==> src/rtl/fcmp_pipe.sv <==
// Two-stage pipelined floating-point compare/select unit (EQ/LT/LE/MIN/MAX).
// Stage 1 registers the order-preserving keys and the operands, stage 2 registers the result.
// Optional NaN handling is compiled in when the macro FCMP_NAN_EN is defined; otherwise NaNs are
// ordered by key like any other encoding and nan_flag_o is tied low.
module fcmp_pipe #(
  parameter int unsigned EW = 8,
  parameter int unsigned MW = 23,
  localparam int unsigned W = 1 + EW + MW
) (
  input  logic         clk_i,
  input  logic         rst_ni,
  input  logic         in_valid_i,
  output logic         in_ready_o,
  input  logic [2:0]   op_i,
  input  logic [W-1:0] x1_i,
  input  logic [W-1:0] x2_i,
  output logic         out_valid_o,
  input  logic         out_ready_i,
  output logic [W-1:0] y_o,
  output logic         nan_flag_o
);

  localparam logic [2:0] OpEq  = 3'd0;
  localparam logic [2:0] OpLt  = 3'd1;
  localparam logic [2:0] OpLe  = 3'd2;
  localparam logic [2:0] OpMin = 3'd3;
  localparam logic [2:0] OpMax = 3'd4;

  // Map an encoding to an unsigned key whose order equals numeric order; denormals flush to zero.
  function automatic logic [W-1:0] key_of(input logic [W-1:0] x);
    logic [EW-1:0] e;
    logic [MW-1:0] m;
    e = x[MW +: EW];
    m = x[MW-1:0];
    if (e == '0)          key_of = {1'b1, {(EW + MW){1'b0}}};
    else if (!x[W-1])     key_of = {1'b1, e, m};
    else                  key_of = {1'b0, ~e, ~m};
  endfunction

  logic         s1_valid_q;
  logic [W-1:0] k1_q, k2_q, x1_q, x2_q;
  logic [2:0]   op_q;
  logic         out_valid_q;
  logic [W-1:0] y_q, y_d;
  logic         s2_ready;
  logic         accept;

  assign s2_ready   = !out_valid_q || out_ready_i;
  assign in_ready_o = !s1_valid_q || s2_ready;
  assign accept     = in_valid_i && in_ready_o;

`ifdef FCMP_NAN_EN
  localparam logic [W-1:0] QNan = {1'b0, {EW{1'b1}}, 1'b1, {(MW - 1){1'b0}}};

  function automatic logic is_nan(input logic [W-1:0] x);
    is_nan = (&x[MW +: EW]) && (|x[MW-1:0]);
  endfunction

  logic nan1_q, nan2_q;
  logic nan_q, nan_d;

  // Stage 1 NaN bits travel alongside the keys.
  always_ff @(posedge clk_i or negedge rst_ni) begin
    if (!rst_ni) begin
      nan1_q <= 1'b0;
      nan2_q <= 1'b0;
    end else if (accept) begin
      nan1_q <= is_nan(x1_i);
      nan2_q <= is_nan(x2_i);
    end
  end

  // Stage 2 NaN flag, held while the output is stalled.
  always_ff @(posedge clk_i or negedge rst_ni) begin
    if (!rst_ni) begin
      nan_q <= 1'b0;
    end else if (s2_ready && s1_valid_q) begin
      nan_q <= nan_d;
    end
  end

  assign nan_flag_o = nan_q;
`else
  assign nan_flag_o = 1'b0;
`endif

  // Stage 1: capture keys, operands and opcode on accept; valid advances whenever space exists.
  always_ff @(posedge clk_i or negedge rst_ni) begin
    if (!rst_ni) begin
      s1_valid_q <= 1'b0;
      k1_q       <= '0;
      k2_q       <= '0;
      x1_q       <= '0;
      x2_q       <= '0;
      op_q       <= '0;
    end else begin
      if (in_ready_o) s1_valid_q <= in_valid_i;
      if (accept) begin
        k1_q <= key_of(x1_i);
        k2_q <= key_of(x2_i);
        x1_q <= x1_i;
        x2_q <= x2_i;
        op_q <= op_i;
      end
    end
  end

  // Result selection from the stage 1 keys; ties in MIN/MAX return x1.
  always_comb begin
    y_d = '0;
`ifdef FCMP_NAN_EN
    nan_d = 1'b0;
`endif
    case (op_q)
      OpEq:    y_d = {{(W - 1){1'b0}}, k1_q == k2_q};
      OpLt:    y_d = {{(W - 1){1'b0}}, k1_q <  k2_q};
      OpLe:    y_d = {{(W - 1){1'b0}}, k1_q <= k2_q};
      OpMin:   y_d = (k2_q < k1_q) ? x2_q : x1_q;
      OpMax:   y_d = (k2_q > k1_q) ? x2_q : x1_q;
      default: y_d = '0;
    endcase
`ifdef FCMP_NAN_EN
    if ((op_q == OpEq || op_q == OpLt || op_q == OpLe) && (nan1_q || nan2_q)) begin
      y_d   = '0;
      nan_d = 1'b1;
    end else if ((op_q == OpMin || op_q == OpMax) && (nan1_q || nan2_q)) begin
      nan_d = 1'b1;
      if (nan1_q && nan2_q) y_d = QNan;
      else if (nan1_q)      y_d = x2_q;
      else                  y_d = x1_q;
    end
`endif
  end

  // Stage 2: result register, frozen while downstream stalls.
  always_ff @(posedge clk_i or negedge rst_ni) begin
    if (!rst_ni) begin
      out_valid_q <= 1'b0;
      y_q         <= '0;
    end else if (s2_ready) begin
      out_valid_q <= s1_valid_q;
      if (s1_valid_q) y_q <= y_d;
    end
  end

  assign out_valid_o = out_valid_q;
  assign y_o         = y_q;

endmodule

==> config.mk <==
export PLATFORM = sky130hd
export DESIGN_NAME = fcmp_pipe
export DESIGN_NICKNAME = d
export VERILOG_FILES = /design/src/rtl/fcmp_pipe.sv
export SDC_FILE = /design/constraint.sdc
export NUM_CORES = 1
export LEC_CHECK = 0
export ABC_AREA = 1
export CAP_MARGIN = 20
export CORE_MARGIN = 10
export CORE_UTILIZATION = 37
export CTS_CLUSTER_SIZE = 14
export DETAILED_ROUTE_END_ITERATION = 10
export PLACE_DENSITY = 0.65
export SKIP_LAST_GASP = 1
export SYNTH_ARGS = -nofsm -noshare
export SYNTH_HDL_FRONTEND = slang
export SYNTH_SLANG_ARGS = --single-unit
export TNS_END_PERCENT = 20
==> constraint.sdc <==
create_clock -name clk_i -period 3.9 [get_ports clk_i]
set_input_delay 0.975 -clock clk_i [delete_from_list [all_inputs] [get_ports clk_i]]
set_output_delay 0.975 -clock clk_i [all_outputs]
set_load 0.05 [all_outputs]
==> results.toml <==
[layout]
nets = 1314
layout_commonest_cell = "nand2_1"
layout_common_cells = "nand2_1, dfrtp_1, nand3_1"
area_growth_pct = 21.09
drive_gt1_share_pct = 7.522
diodes = 0

[synth]
yosysSeqAreaShare_pct = 45.22
synthMuxAreaShare_pct = 0
synth_async_sr_flop_share_pct = 100.0
synth-edff-count = 0
syn-cell-area_mm2 = 0.009131
yosysWarnings = 0
synth_top_flop_cell = "dfrtp_1"
synth-xor-area-share_pct = 5.947
synth-seq-cells = 165
synth_nets = 1245
synth_top_family_by_area = "simple AND/OR/NAND/NOR gates"
syn_area_per_cell_um2 = 7.996
synth_compound_area_share_pct = 10.35
synth_cell_type_count = 31
synthCells = 1142
yosys.area_share.simple_pct = 25.06
synthAdderAreaFrac_pct = 4.385

[sta]
finalHoldViolCount = 0
slew_violations = 0
period_share_pct = 86.85
fin_ws_ns = 0.5127
fin_crit_ns = 3.387
worst_pin_slew_ns = 1.121
tns_ns = 0
fmax_mhz = 295.2
setup_viol = 0
rsz0062_at_grt = "no"
skew_ns = 0.01164
slew_headroom_pct = 25.24

[global_routing]
grt_pass1_wl_um = 40850
grt_max_degree = 89
grt_antenna_before_repair = 0
grtUsageTotal_pct = 16.14
grt_pass1_vias = 7735
overflow = 0

[worst_setup_path]
r2r_slack_ns = 0.97
start_kind = "input port"
crit_path_end_kind = "output port"
worstSetupStartpoint = "out_ready_i"
r2r_end = "y_o[0]"
critical_path_class = "in -> out"
worstSetupEndpoint = "in_ready_o"
cp_max_fo = 3
reg2regPathDepth = 12
worstPathRequired_ns = 2.92
arrival_ns = 2.41
r2r_start = "k2_q[7]"

[die]
die_area_mm2 = 0.03136
ios = 106
die_width_um = 177.1
core-area_mm2 = 0.02432
die_h_um = 177.1
fp-row-count = 57
start_util_pct = 37.55

[clocking]
cts_tree = "yes"
cts_setup_buffers = 0
holdBufCountCts = 0
insertion_delay_ns = 0.43
path_clk_slew_ns = 0.06
cts_made_buffers = 17
clock_sinks = 165
clockBufferDepth = 2
root_buffer = "clkbuf_16"
cts_resized = 0
h-tree-depth = 4

[detailed_routing]
drt-total-wl_um = 24750
drc = 0
vias = 7639
final_antenna_net_count = 0
firstDrtPassIters = 5
post_drt_wl_per_cell_um = 16.00
drtIter0Drc = 696
via_per_inst = 4.938

[run_status]
status = "finished clean"

[pwr]
ir_drop_uv = 332.1
p_leak_nw = 5.548
power_density_mw_per_mm2 = 553.7

[job]
cap_violations = 0

[worst_hold_path]
holdCritPathClass = "in -> async"

[place]
placement.io_buffers = 104
globalplace.congestion = 0.7820
pre_cts_ws_ns = 0.5146
dp_hpwl_um = 16180
-- where the power goes --
group / total, mW / internal [mW] / switching [mW] / leakage [nW]
Combinational: 2.00 / 0.652 / 1.35 / 3.17
Clock: 1.95 / 1.25 / 0.700 / 0.326
Sequential: 2.18 / 2.02 / 0.159 / 2.05
-- layout make-up --
type | count | area (um2)
fillers | 2351 | 13260
repair buffers | 121 | 1197
clock inverters | 9 | 197.7
well taps | 324 | 405.4
flip-flops and latches | 165 | 4129
inverters | 122 | 462.9
multi-input cells | 784 | 4190
clock buffers | 22 | 474.2
-- state kept, by name (all words and copies together), names as in the netlist --
name,count
s1_valid_q,1
y_o,32
k1_q,32
op_q,3
x1_q,32
x2_q,32
out_valid_o,1
k2_q,32
-- layer usage --
metal,share of wire (%),vias to the layer above,wire [um],track usage [%]
met3,6.4,29,1594,3.926
li1,-,3758,-,-
met2,46,214,11390,25.92
met1,46,3638,11410,21.30
met4,1.4,0,354,4.133
met5,0,-,0,0
-- kinds of logic (layout without fill, tap and decap cells) --
logic type	after synthesis	in the layout
AO/OA/AOI/OAI	141	141
XOR/XNOR	62	62
adder cells (fa/ha/maj)	32	32
buffers and inverters	193	274
flip-flops	165	165
other	1	1
AND/OR/NAND/NOR	548	548
-- through the flow --
stage	hold slack [ns]	std cells	power, mW	area (um2)	util, %
finish	0.4244	1547	6.123	11060	45.46
detailed placement	0.4646	1516	4.199	10390	42.70
global route	0.4306	1547	6.509	11060	45.46
floorplan	0.4530	1142	3.650	9131	-
CTS	0.4242	1547	6.153	11060	45.46
global placement	0.4634	1516	4.160	10390	42.70
-- worst min path at each step --
stage | from | end | cells past startpoint
after floorplan | x1_q[25] | x1_q[25] | 2
after CTS | rst_ni | k1_q[27] | 1
after global routing | rst_ni | k1_q[27] | 1
final | rst_ni | k1_q[27] | 1
after detailed placement | y_o[12] | y_o[12] | 2
after global placement | y_o[30] | y_o[30] | 2
-- Yosys cell counts, types with 4 or more instances --
cell,count,share of area (%)
inv_1,118,4.9
buf_1,9,0.37
o211ai_2,30,4.1
buf_8,4,0.66
a21oi_1,8,0.44
buf_6,4,0.49
nor2_1,11,0.45
dfrtp_1,165,45
ha_1,32,4.4
o21ai_0,97,5.3
nor2_2,4,0.27
buf_2,9,0.49
xor2_1,62,5.9
nand2_1,384,16
clkbuf_1,42,1.7
nor3_1,6,0.33
nand3_1,133,7.3
-- worst max-delay path, cell delays in order --
cell and delay [ns]:
clkdlybuf4s50_1 0.46, inv_1 0.05, nand3_1 0.11, clkdlybuf4s50_1 0.82
Note: power is estimated with default switching activity, not from simulation.
